--- config.mk ---
export PLATFORM = sky130hd
export DESIGN_NAME = ddc_nco_mixer
export DESIGN_NICKNAME = d
export VERILOG_FILES = /design/src/rtl/ddc_nco_mixer.sv
export SDC_FILE = /design/constraint.sdc
export NUM_CORES = 1
export LEC_CHECK = 0
export CAP_MARGIN = 20
export CORE_ASPECT_RATIO = 1.2
export CORE_MARGIN = 10
export CORE_UTILIZATION = 30
export CTS_CLUSTER_DIAMETER = 100
export DETAILED_ROUTE_END_ITERATION = 10
export PLACE_DENSITY = 0.49
export SETUP_SLACK_MARGIN = 0.4
export SYNTH_ARGS = -nofsm -noshare
export SYNTH_HDL_FRONTEND = slang
export SYNTH_SLANG_ARGS = --single-unit
--- constraint.sdc ---
create_clock -name clk -period 16.25 [get_ports clk]
set_clock_uncertainty 0.2 [all_clocks]
set_input_delay 1.625 -clock clk [delete_from_list [all_inputs] [get_ports clk]]
set_output_delay 1.625 -clock clk [all_outputs]
set_load 0.02 [all_outputs]
--- src/rtl/ddc_nco_mixer.sv ---
// ddc_nco_mixer: digital down-converter front end.
// A phase accumulator advances once per accepted sample. Its top bits index a
// quarter-wave sine table to produce the cosine/sine coefficients, which mix the
// real input into I/Q. Three register stages give a fixed 3-clk latency at one
// sample per clock.
// Build option: define DDC_ROUND_EN to round half-up before the final scaling
// shift; otherwise the shift truncates toward minus infinity.
module ddc_nco_mixer #(
    parameter int DATA_W  = 14,
    parameter int PHASE_W = 16,
    parameter int LUT_AW  = 6,
    parameter int COEF_W  = 12
) (
    input  logic                      clk,
    input  logic                      rst,
    input  logic                      in_valid,
    input  logic signed [DATA_W-1:0]  data_in,
    input  logic [PHASE_W-1:0]        phase_inc,
    input  logic                      phase_clr,
    output logic                      out_valid,
    output logic signed [DATA_W-1:0]  down_data_i,
    output logic signed [DATA_W-1:0]  down_data_q
);

    localparam int P_W    = LUT_AW + 2;
    localparam int PROD_W = DATA_W + COEF_W;
    localparam int N      = 1 << LUT_AW;
    localparam int AMP    = (1 << (COEF_W - 1)) - 1;
    localparam real PI    = 3.14159265358979323846;
    localparam logic [LUT_AW:0]  LUT_N   = (LUT_AW + 1)'(N);
    localparam logic [P_W-1:0]   QUARTER = P_W'(N);
`ifdef DDC_ROUND_EN
    localparam logic signed [PROD_W-1:0] RND_HALF = PROD_W'(1 << (COEF_W - 2));
`endif

    // Quarter-wave table S[k] = round(A*sin(pi*k/(2N))), k = 0..N.
    logic signed [COEF_W-1:0] sin_lut [0:N];

    for (genvar k = 0; k <= N; k++) begin : g_lut
        localparam int VAL = int'(real'(AMP) * $sin(PI * real'(k) / real'(2 * N)));
        assign sin_lut[k] = COEF_W'(VAL);
    end

    // Registered state
    logic [PHASE_W-1:0]       acc_q,      acc_d;
    logic                     s1_valid_q, s1_valid_d;
    logic signed [DATA_W-1:0] s1_data_q,  s1_data_d;
    logic [P_W-1:0]           s1_p_q,     s1_p_d;
    logic                     s2_valid_q, s2_valid_d;
    logic signed [DATA_W-1:0] s2_data_q,  s2_data_d;
    logic signed [COEF_W-1:0] s2_sin_q,   s2_sin_d;
    logic signed [COEF_W-1:0] s2_cos_q,   s2_cos_d;
    logic                     out_valid_q, out_valid_d;
    logic signed [DATA_W-1:0] out_i_q,    out_i_d;
    logic signed [DATA_W-1:0] out_q_q,    out_q_d;

    // Combinational intermediates
    logic [P_W-1:0]           cos_p;
    logic [LUT_AW:0]          sin_addr;
    logic [LUT_AW:0]          cos_addr;
    logic signed [COEF_W-1:0] sin_mag;
    logic signed [COEF_W-1:0] cos_mag;
    logic signed [PROD_W-1:0] prod_i;
    logic signed [PROD_W-1:0] prod_q;
    logic signed [PROD_W-1:0] rnd_i;
    logic signed [PROD_W-1:0] rnd_q;

    // Phase accumulator and stage-1 capture of data and phase index
    always_comb begin
        acc_d      = acc_q;
        s1_valid_d = in_valid;
        s1_data_d  = data_in;
        // The sample uses the pre-update accumulator; a clear forces phase 0.
        s1_p_d     = phase_clr ? '0 : acc_q[PHASE_W-1 -: P_W];
        if (phase_clr) begin
            acc_d = in_valid ? phase_inc : '0;
        end else if (in_valid) begin
            acc_d = acc_q + phase_inc;
        end
    end

    // Stage 2: quadrant folding of the quarter-wave table into sin/cos
    always_comb begin
        cos_p    = s1_p_q + QUARTER;
        sin_addr = s1_p_q[LUT_AW] ? LUT_N - {1'b0, s1_p_q[LUT_AW-1:0]}
                                  : {1'b0, s1_p_q[LUT_AW-1:0]};
        cos_addr = cos_p[LUT_AW] ? LUT_N - {1'b0, cos_p[LUT_AW-1:0]}
                                 : {1'b0, cos_p[LUT_AW-1:0]};
        sin_mag  = sin_lut[sin_addr];
        cos_mag  = sin_lut[cos_addr];
        s2_sin_d   = s1_p_q[P_W-1] ? -sin_mag : sin_mag;
        s2_cos_d   = cos_p[P_W-1]  ? -cos_mag : cos_mag;
        s2_data_d  = s1_data_q;
        s2_valid_d = s1_valid_q;
    end

    // Stage 3: full-width products, optional rounding, scale back to DATA_W
    always_comb begin
        prod_i = PROD_W'(s2_data_q) * PROD_W'(s2_cos_q);
        prod_q = -(PROD_W'(s2_data_q) * PROD_W'(s2_sin_q));
`ifdef DDC_ROUND_EN
        rnd_i  = prod_i + RND_HALF;
        rnd_q  = prod_q + RND_HALF;
`else
        rnd_i  = prod_i;
        rnd_q  = prod_q;
`endif
        out_valid_d = s2_valid_q;
        out_i_d     = out_i_q;
        out_q_d     = out_q_q;
        if (s2_valid_q) begin
            // |coef| <= A keeps the scaled result inside DATA_W bits.
            out_i_d = DATA_W'(rnd_i >>> (COEF_W - 1));
            out_q_d = DATA_W'(rnd_q >>> (COEF_W - 1));
        end
    end

    // State registers with asynchronous reset
    always_ff @(posedge clk or posedge rst) begin
        if (rst) begin
            acc_q       <= '0;
            s1_valid_q  <= 1'b0;
            s1_data_q   <= '0;
            s1_p_q      <= '0;
            s2_valid_q  <= 1'b0;
            s2_data_q   <= '0;
            s2_sin_q    <= '0;
            s2_cos_q    <= '0;
            out_valid_q <= 1'b0;
            out_i_q     <= '0;
            out_q_q     <= '0;
        end else begin
            acc_q       <= acc_d;
            s1_valid_q  <= s1_valid_d;
            s1_data_q   <= s1_data_d;
            s1_p_q      <= s1_p_d;
            s2_valid_q  <= s2_valid_d;
            s2_data_q   <= s2_data_d;
            s2_sin_q    <= s2_sin_d;
            s2_cos_q    <= s2_cos_d;
            out_valid_q <= out_valid_d;
            out_i_q     <= out_i_d;
            out_q_q     <= out_q_d;
        end
    end

    assign out_valid   = out_valid_q;
    assign down_data_i = out_i_q;
    assign down_data_q = out_q_q;

endmodule

==> key figures, run 1 <==
Worst setup path
  – CP top delay family: adder cells
  – Worst-path maximum fanout: 24
  – Most frequent cell on the critical path: fa_1
  – Slowest library cell on the worst path: dfrtp_1
  – Worst EP arrival: 7080 ps
  – Count of buffering cells on the critical path with inverters included: 2
  – Kind of end point of the critical path: flip-flop
  – Critical Path Source Type: flip-flop
  – Class of the most critical setup path: reg -> reg
  – Worst stage delay on the critical path: 890 ps
  – Cell chain of the critical path: nand2_1 > fa_1 > inv_1 > fa_1 > inv_1 > fa_1 > fa_1 > fa_1 > ha_1 > ha_1 > a21o_1 > a2111oi_0 > a221oi_1 > a31o_2 > a31oi_1 > o211ai_1 > or4_1 > nand3_1
  – Crit path required time: around 16000 ps

Global route
  – Total gr overflow: 0
  – Combined global-route utilization of all metal layers: 13.2%
  – Via count of the first global-routing pass: 15100
  – Wire length of the first global-routing pass: 79500 um
  – Largest net degree at the start of global routing: between 60 and 70
  – Initial antenna violation count: 0

Synthesis
  – Post-synthesis cell type count: between 90 and 100
  – Avg Synthesized Cell Area: about 9 um^2
  – Cell accounting for the most synthesized area: fa_1
  – Net count after synthesis: 2567
  – Most instantiated flip-flop cell in the synthesis netlist: dfrtp_1
  – Synth Warn #: 0
  – Share of flip-flops with an asynchronous set or reset after synthesis: between 90% and 100%
  – Cell count after synthesis: 2063
  – Share of synthesized area occupied by flip-flops and latches: 14.1%
  – Multiplexer share of the synthesized area: 2.54%
  – Share of the synthesized netlist area taken by xor and xnor gates: 3.58%
  – Synth area leaders: fa_1 (32%), dfrtp_1 (14%), ha_1 (11%), inv_1 (7.0%), and2_1 (5.1%)
  – Synth Cell Area: around 0.019 mm^2
  – Adder and majority cell fraction of the synthesized area: 42.8%
  – Dominant combinational cell family by area after synthesis: adder cells
  – Compound-Gate Fraction of Synth Area: 11.0%
  – Synth Area in Simple Gates: 16.6%
  – Proportion of netlist area held by the largest area contributor: 31.7%
  – Number of synthesized flops with an enable pin: 0
  – Flop and latch count out of synthesis: 107

Die
  – Number of I/O pins: 63
  – Die span in x: 250 um
  – Y dimension of the die: 296 um
  – Placement Rows: 101
  – Core ar.: 0.0631 mm^2
  – Starting Density: 30.2%
  – Floorplan die area: 0.0740 mm^2

Finish
  – Area taken by multi-input logic gates: between 0.01 and 0.015 mm^2
  – FF+latch area: 0.00268 mm^2
  – Layout cells sized above 1: 4.15%
  – Ant diodes: 0
  – Filler instances: around 6500
  – Layout overhead on the synthesized area: 8.27%
  – Final Net Count: 2546

CTS
  – Insertion delay to the later sink of the worst-skew pair: 390 ps
  – Longest Clk Path Bufs: 2
  – Clock tree from TritonCTS: done
  – Clock transition at path regs: 90 ps
  – H-tree lvl count: 3
  – Post-CTS Resized: 0
  – Post-CTS Repair Setup Buffers: 0
  – Number of sinks handled by clock tree synthesis: 107
  – Cts hold-fix bufs: 0
  – Clock root buffer: clkbuf_16
  – Number of buffers added by the clock tree synthesis step: 9

Placed design
  – Routability congestion estimate from global placement: 0.850
  – Number of I/O port buffers: 62
  – Final HPWL from detailed placement: around 37000 um

Timing
  – Final hold violation count: 0
  – Tightest Pin Transition: between 1000 and 1500 ps
  – Setup-violating endpoint count in the final report: 0
  – Number of max-slew violations in the final report: 0
  – Period utilisation layout: roughly 43%
  – Total negative slack for setup checks: 0 ps
  – Maximum clock frequency: 144 MHz
  – Worst slew margin relative to its limit: 31.0%
  – Setup repair after global routing missed its margin: false
  – Minimum period implied by the final worst setup slack: 6940 ps

Detailed routing
  – Sum of routed wire length over all layers: roughly 48000 um
  – Starting DRT DRC Count: between 600 and 700
  – Count of unresolved DRC violations after routing: 0
  – Count of vias placed by the detailed router: 14100
  – Per-cell routed wire length: 16.7 um
  – First drt pass iteration count: 5
  – Vias per cell: between 4 and 5
  – Remaining antenna violation count after routing: 0

Status
  – Status: finished, final reports clean

Run
  – Number of maximum-capacitance violations: 0

Worst hold path
  – Tightest Hold Check Type: reg -> reg
## worst reg2reg max path, cell delays in order, from the launching register on
cell and delay [ps]:
dfrtp_1 890, nand2_1 200, fa_1 570, inv_1 50
fa_1 470, inv_1 50, fa_1 490, fa_1 570
fa_1 420, ha_1 290, ha_1 290, a21o_1 180
a2111oi_0 440, a221oi_1 230, a31o_2 320, a31oi_1 460
o211ai_1 250, or4_1 440, nand3_1 80
## area by class of cell
| cell class | instances | share of cell area (%) |
|---|---|---|
| clock inverter | 4 | 0.158 |
| tap | 824 | 5.00 |
| sequential | 107 | 13.0 |
| multi-input combinational | 1495 | 70.7 |
| inverter | 355 | 6.48 |
| clock buffer | 12 | 1.20 |
| timing repair buffer | 74 | 3.52 |
## per-stage QoR
step | hold WS (ps) | instance area (um^2) | utilization (%) | cells | setup slack (ps)
6_report | 153 | 20600 | 32.7 | 2871 | 9310
5_1_grt | 172 | 20600 | 32.7 | 2871 | 8920
4_1_cts | 157 | 20600 | 32.6 | 2869 | 9380
3_5_place_dp | 136 | 20300 | 32.2 | 2853 | 9400
3_3_place_gp | 132 | 20300 | 32.2 | 2853 | 9510
2_1_floorplan | 131 | 19000 | - | 2063 | 10150
## layer usage
layer  share of wire, %  GRT usage (%)  wire length, um
met5                  0              0                0
met4                1.8           3.53              879
met3                2.9           1.40             1390
met2                 54           25.2            26100
met1                 41           15.3            19600
## cell usage in the layout, fill, tap and decap left out, types with 12 or more instances in the layout
| cell | instances |
|---|---|
| mux2i_1 | 19 |
| nor2b_1 | 31 |
| xnor2_1 | 52 |
| mux2_2 | 24 |
| nor2_1 | 66 |
| clkdlybuf4s50_1 | 62 |
| a21oi_1 | 57 |
| nand2_1 | 212 |
| o21ai_0 | 47 |
| inv_1 | 352 |
| nand2b_1 | 16 |
| xor2_1 | 24 |
| nor3_1 | 45 |
| o31ai_1 | 12 |
| fa_1 | 301 |
| dfrtp_1 | 106 |
| nand3_1 | 30 |
| o211ai_1 | 19 |
| ha_1 | 169 |
| and2_1 | 154 |
## kinds of logic after synthesis
group                    after synthesis
adder cells (fa/ha/maj)              470
flip-flops                           107
buffers and inverters                461
AO/OA/AOI/OAI                        289
AND/OR/NAND/NOR                      615
multiplexers                          44
XOR/XNOR                              77
## state kept, by name, indices dropped and copies added (netlist names), 8 cells and up
name / flops
down_data_i: 14
down_data_q: 14
s2_sin_q: 12
s1_data_q: 14
s1_p_q: 8
s2_data_q: 14
acc_q: 16
s2_cos_q: 12
## worst paths after layout
| check | startpoint | endpoint | slack [ps] | cells after the start |
|---|---|---|---|---|
| max | s2_data_q[8] | down_data_q[13] | 9310 | 18 |
| min in group asynchronous | rst | out_valid | 1450 | 2 |
| max reg2reg | s2_data_q[8] | down_data_q[13] | 9310 | 18 |
| min reg2reg | s1_valid_q | out_valid_d | 150 | 0 |
| min | s1_valid_q | out_valid_d | 150 | 0 |
| max in group asynchronous | rst | down_data_i[2] | 13050 | 3 |
## synthesized netlist by cell type, types with 12 or more instances
cell type	n
ha_1	169
o31ai_1	12
nor2_1	66
nand2b_1	16
clkbuf_1	83
a21oi_1	57
mux2i_1	19
inv_1	353
and2_1	154
o21ai_0	47
xor2_1	24
xnor2_1	52
dfrtp_1	107
fa_1	301
mux2_2	24
nor3_1	45
o211ai_1	19
nor2b_1	31
nand3_1	30
nand2_1	212
Power of run 1 is left out: the tool's default activity adds up to more than one toggle a clock period on the data nets, which glitch-free logic cannot reach.
==> run 2: changes to the inputs <==
Settings changed: PLACE_DENSITY 0.49 to 0.5.
Clock period 16.25 ns to 6.2 ns, I/O delays scaled along.
==> run 2 against run 1 <==
Flip-flop and latch count stayed put. Final area is 6.2% higher. Global-route usage is 0.25 points higher. Wire length is 2.2% higher. Maximum frequency is 17% higher. Via count is 2.0% higher. Sequential share of layout area is 0.60 points lower. Non-clock buffer count is 85 higher. First-iteration DRC count is 1.7% lower. Critical path type unchanged. Critical endpoint is now down_data_q[12].
==> key figures, run 2 (synthesized netlist as in run 1, its figures left out) <==
Status
  – Status: finished, final reports clean

Run
  – Number of maximum-capacitance violations: 0 (unchanged)

Finish
  – Biggest register: acc_q
  – Ant diodes: 0 (unchanged)
  – Final Net Count: 2631 (+3.3%)
  – Layout cells sized above 1: 12.4% (+8.2 points)
  – Layout overhead on the synthesized area: 15.0%
  – Filler instances: 6404 (-2.0%)
  – Most used cells in the layout excluding fill and tap cells: inv_1 (343), fa_1 (291), nand2_1 (205)
  – Most frequent standard cell in the layout excluding fill and tap cells: inv_1
  – Flip-flop count of the largest register, all copies and words added: 16 (unchanged)

Timing
  – Minimum period implied by the final worst setup slack: 5950 ps (-990 ps)
  – Setup-violating endpoint count in the final report: 0 (unchanged)
  – Fin Hold WS: 137 ps (-15.9 ps)
  – Setup repair after global routing missed its margin: true
  – Final hold violation count: 0 (unchanged)
  – Maximum clock frequency: 168 MHz (+17%)
  – Tightest Pin Transition: 1090 ps (+51.1 ps)
  – Crit path setup slack, layout: 248 ps (-9060 ps)
  – Number of max-slew violations in the final report: 0 (unchanged)
  – Period utilisation layout: 96.0% (+53 points)
  – Worst slew margin relative to its limit: 27.6% (-3.4 points)

CTS
  – Clock tree from TritonCTS: done
  – Number of buffers added by the clock tree synthesis step: 9 (unchanged)
  – Longest Clk Path Bufs: 2 (unchanged)
  – Number of sinks handled by clock tree synthesis: 107 (unchanged)
  – Insertion delay to the later sink of the worst-skew pair: 390 ps (about the same)
  – H-tree lvl count: 3 (unchanged)
  – Clock root buffer: clkbuf_16
  – Clock transition at path regs: 80 ps (about the same)

Die
  – Die span in x: 250 um (unchanged)
  – Starting Density: 30.2% (unchanged)
  – Core ar.: 0.0631 mm^2 (unchanged)
  – Y dimension of the die: 296 um (unchanged)
  – Placement Rows: 101 (unchanged)
  – Floorplan die area: 0.0740 mm^2 (unchanged)
  – Number of I/O pins: 63 (unchanged)

Worst setup path
  – Critical Path Source Type: flip-flop
  – Worst-path maximum fanout: 6 (-75%)
  – Class of the most critical setup path: reg -> reg
  – Worst EP arrival: 6020 ps (-1060 ps)
  – Crit path required time: 6270 ps (-10120 ps)
  – Kind of end point of the critical path: flip-flop
  – Worst R2R Path Depth: 20 (+2)

Detailed routing
  – Count of vias placed by the detailed router: 14400 (+2.0%)
  – Per-cell routed wire length: 16.6 um (-0.73%)
  – Starting DRT DRC Count: 650 (-1.7%)
  – First drt pass iteration count: 6 (+1)
  – Remaining antenna violation count after routing: 0 (unchanged)
  – Vias per cell: 4.87 (-0.93%)
  – Count of unresolved DRC violations after routing: 0 (unchanged)
  – Sum of routed wire length over all layers: 49000 um (+2.2%)

Placed design
  – Final HPWL from detailed placement: 38400 um (+3.2%)
  – Setup slack after placement: -21.8 ps (-9420 ps)
  – Number of I/O port buffers: 62 (unchanged)
  – Routability congestion estimate from global placement: 0.864 (+1.7%)

Global route
  – Total gr overflow: 0 (unchanged)
  – Wire length of the first global-routing pass: 81000 um (+2.0%)
  – Initial antenna violation count: 2 (+2)
  – Largest net degree at the start of global routing: 64 (-4.5%)
  – Combined global-route utilization of all metal layers: 13.5% (+0.25 points)
  – Via count of the first global-routing pass: 15400 (+1.6%)

Worst hold path
  – Tightest Hold Check Type: reg -> reg
  – Instance count along the most critical hold path: 0 (unchanged)
-- run 2: stage by stage --
| step | util, % | area (um^2) | setup TNS [ps] | cells |
|---|---|---|---|---|
| 6_report | 34.7 | 21900 | 0 | 2955 |
| 4_1_cts | 33.8 | 21300 | 0 | 2929 |
| 5_1_grt | 34.7 | 21900 | 0 | 2955 |
| 3_3_place_gp | 32.8 | 20700 | 0 | 2900 |
| 3_5_place_dp | 32.8 | 20700 | -32.0 | 2900 |
| 2_1_floorplan | - | 19100 | 0 | 2063 |
-- run 2: path summary, 6_finish.rpt --
kind / from / endpoint / slack [ps]
setup / recovery: s2_sin_q[3] / down_data_q[12] / 250
max in group asynchronous: rst / s2_data_q[2] / 3940
min in group asynchronous: rst / acc_q[3] / 470
hold / removal: s1_data_q[7] / s2_data_q[7] / 140
setup reg to reg: s2_sin_q[3] / down_data_q[12] / 250
hold reg to reg: s1_data_q[7] / s2_data_q[7] / 140
-- run 2: area by class of cell --
type                            instances  area [um^2]  share of cell area (%)
Multi-Input combinational cell       1495        15000                    68.6
Inverter                              355         1340                    6.10
Tap cell                              824         1030                    4.71
Timing Repair Buffer                  159         1520                    6.94
Sequential cell                       107         2710                    12.4
Clock inverter                          3         21.3                  0.0972
Clock buffer                           12          256                    1.17
-- run 2: per-layer routing --
layer | up-vias | routed length [um] | track usage [%]
met5 | - | 0 | 0
met3 | 41 | 1350 | 1.56
li1 | 6765 | - | -
met4 | 0 | 848 | 4.18
met2 | 238 | 26000 | 24.6
met1 | 7345 | 20800 | 16.3
-- run 2: repair_timing --
action | in CTS | in global routing
gates cloned | 0 | 1
hold buffers | 0 | 0
setup buffers | 14 | 24
pin swaps | 28 | 42
resized for setup | 56 | 90
endpoints found under the setup margin | 16 | 17
-- run 2: critical path: stages (launching register included) --
cell and delay, ps:
dfrtp_2 470, buf_6 150, and2_1 160, fa_1 470
fa_1 560, fa_1 450, fa_1 550, inv_1 50
fa_1 520, ha_4 220, ha_4 150, buf_4 140
a2111oi_4 300, a221oi_2 110, buf_4 160, a31o_4 240
a31oi_4 220, o211ai_1 160, buf_4 170, xor2_1 130
mux2_2 250
Power of run 2 is left out for the same reason.
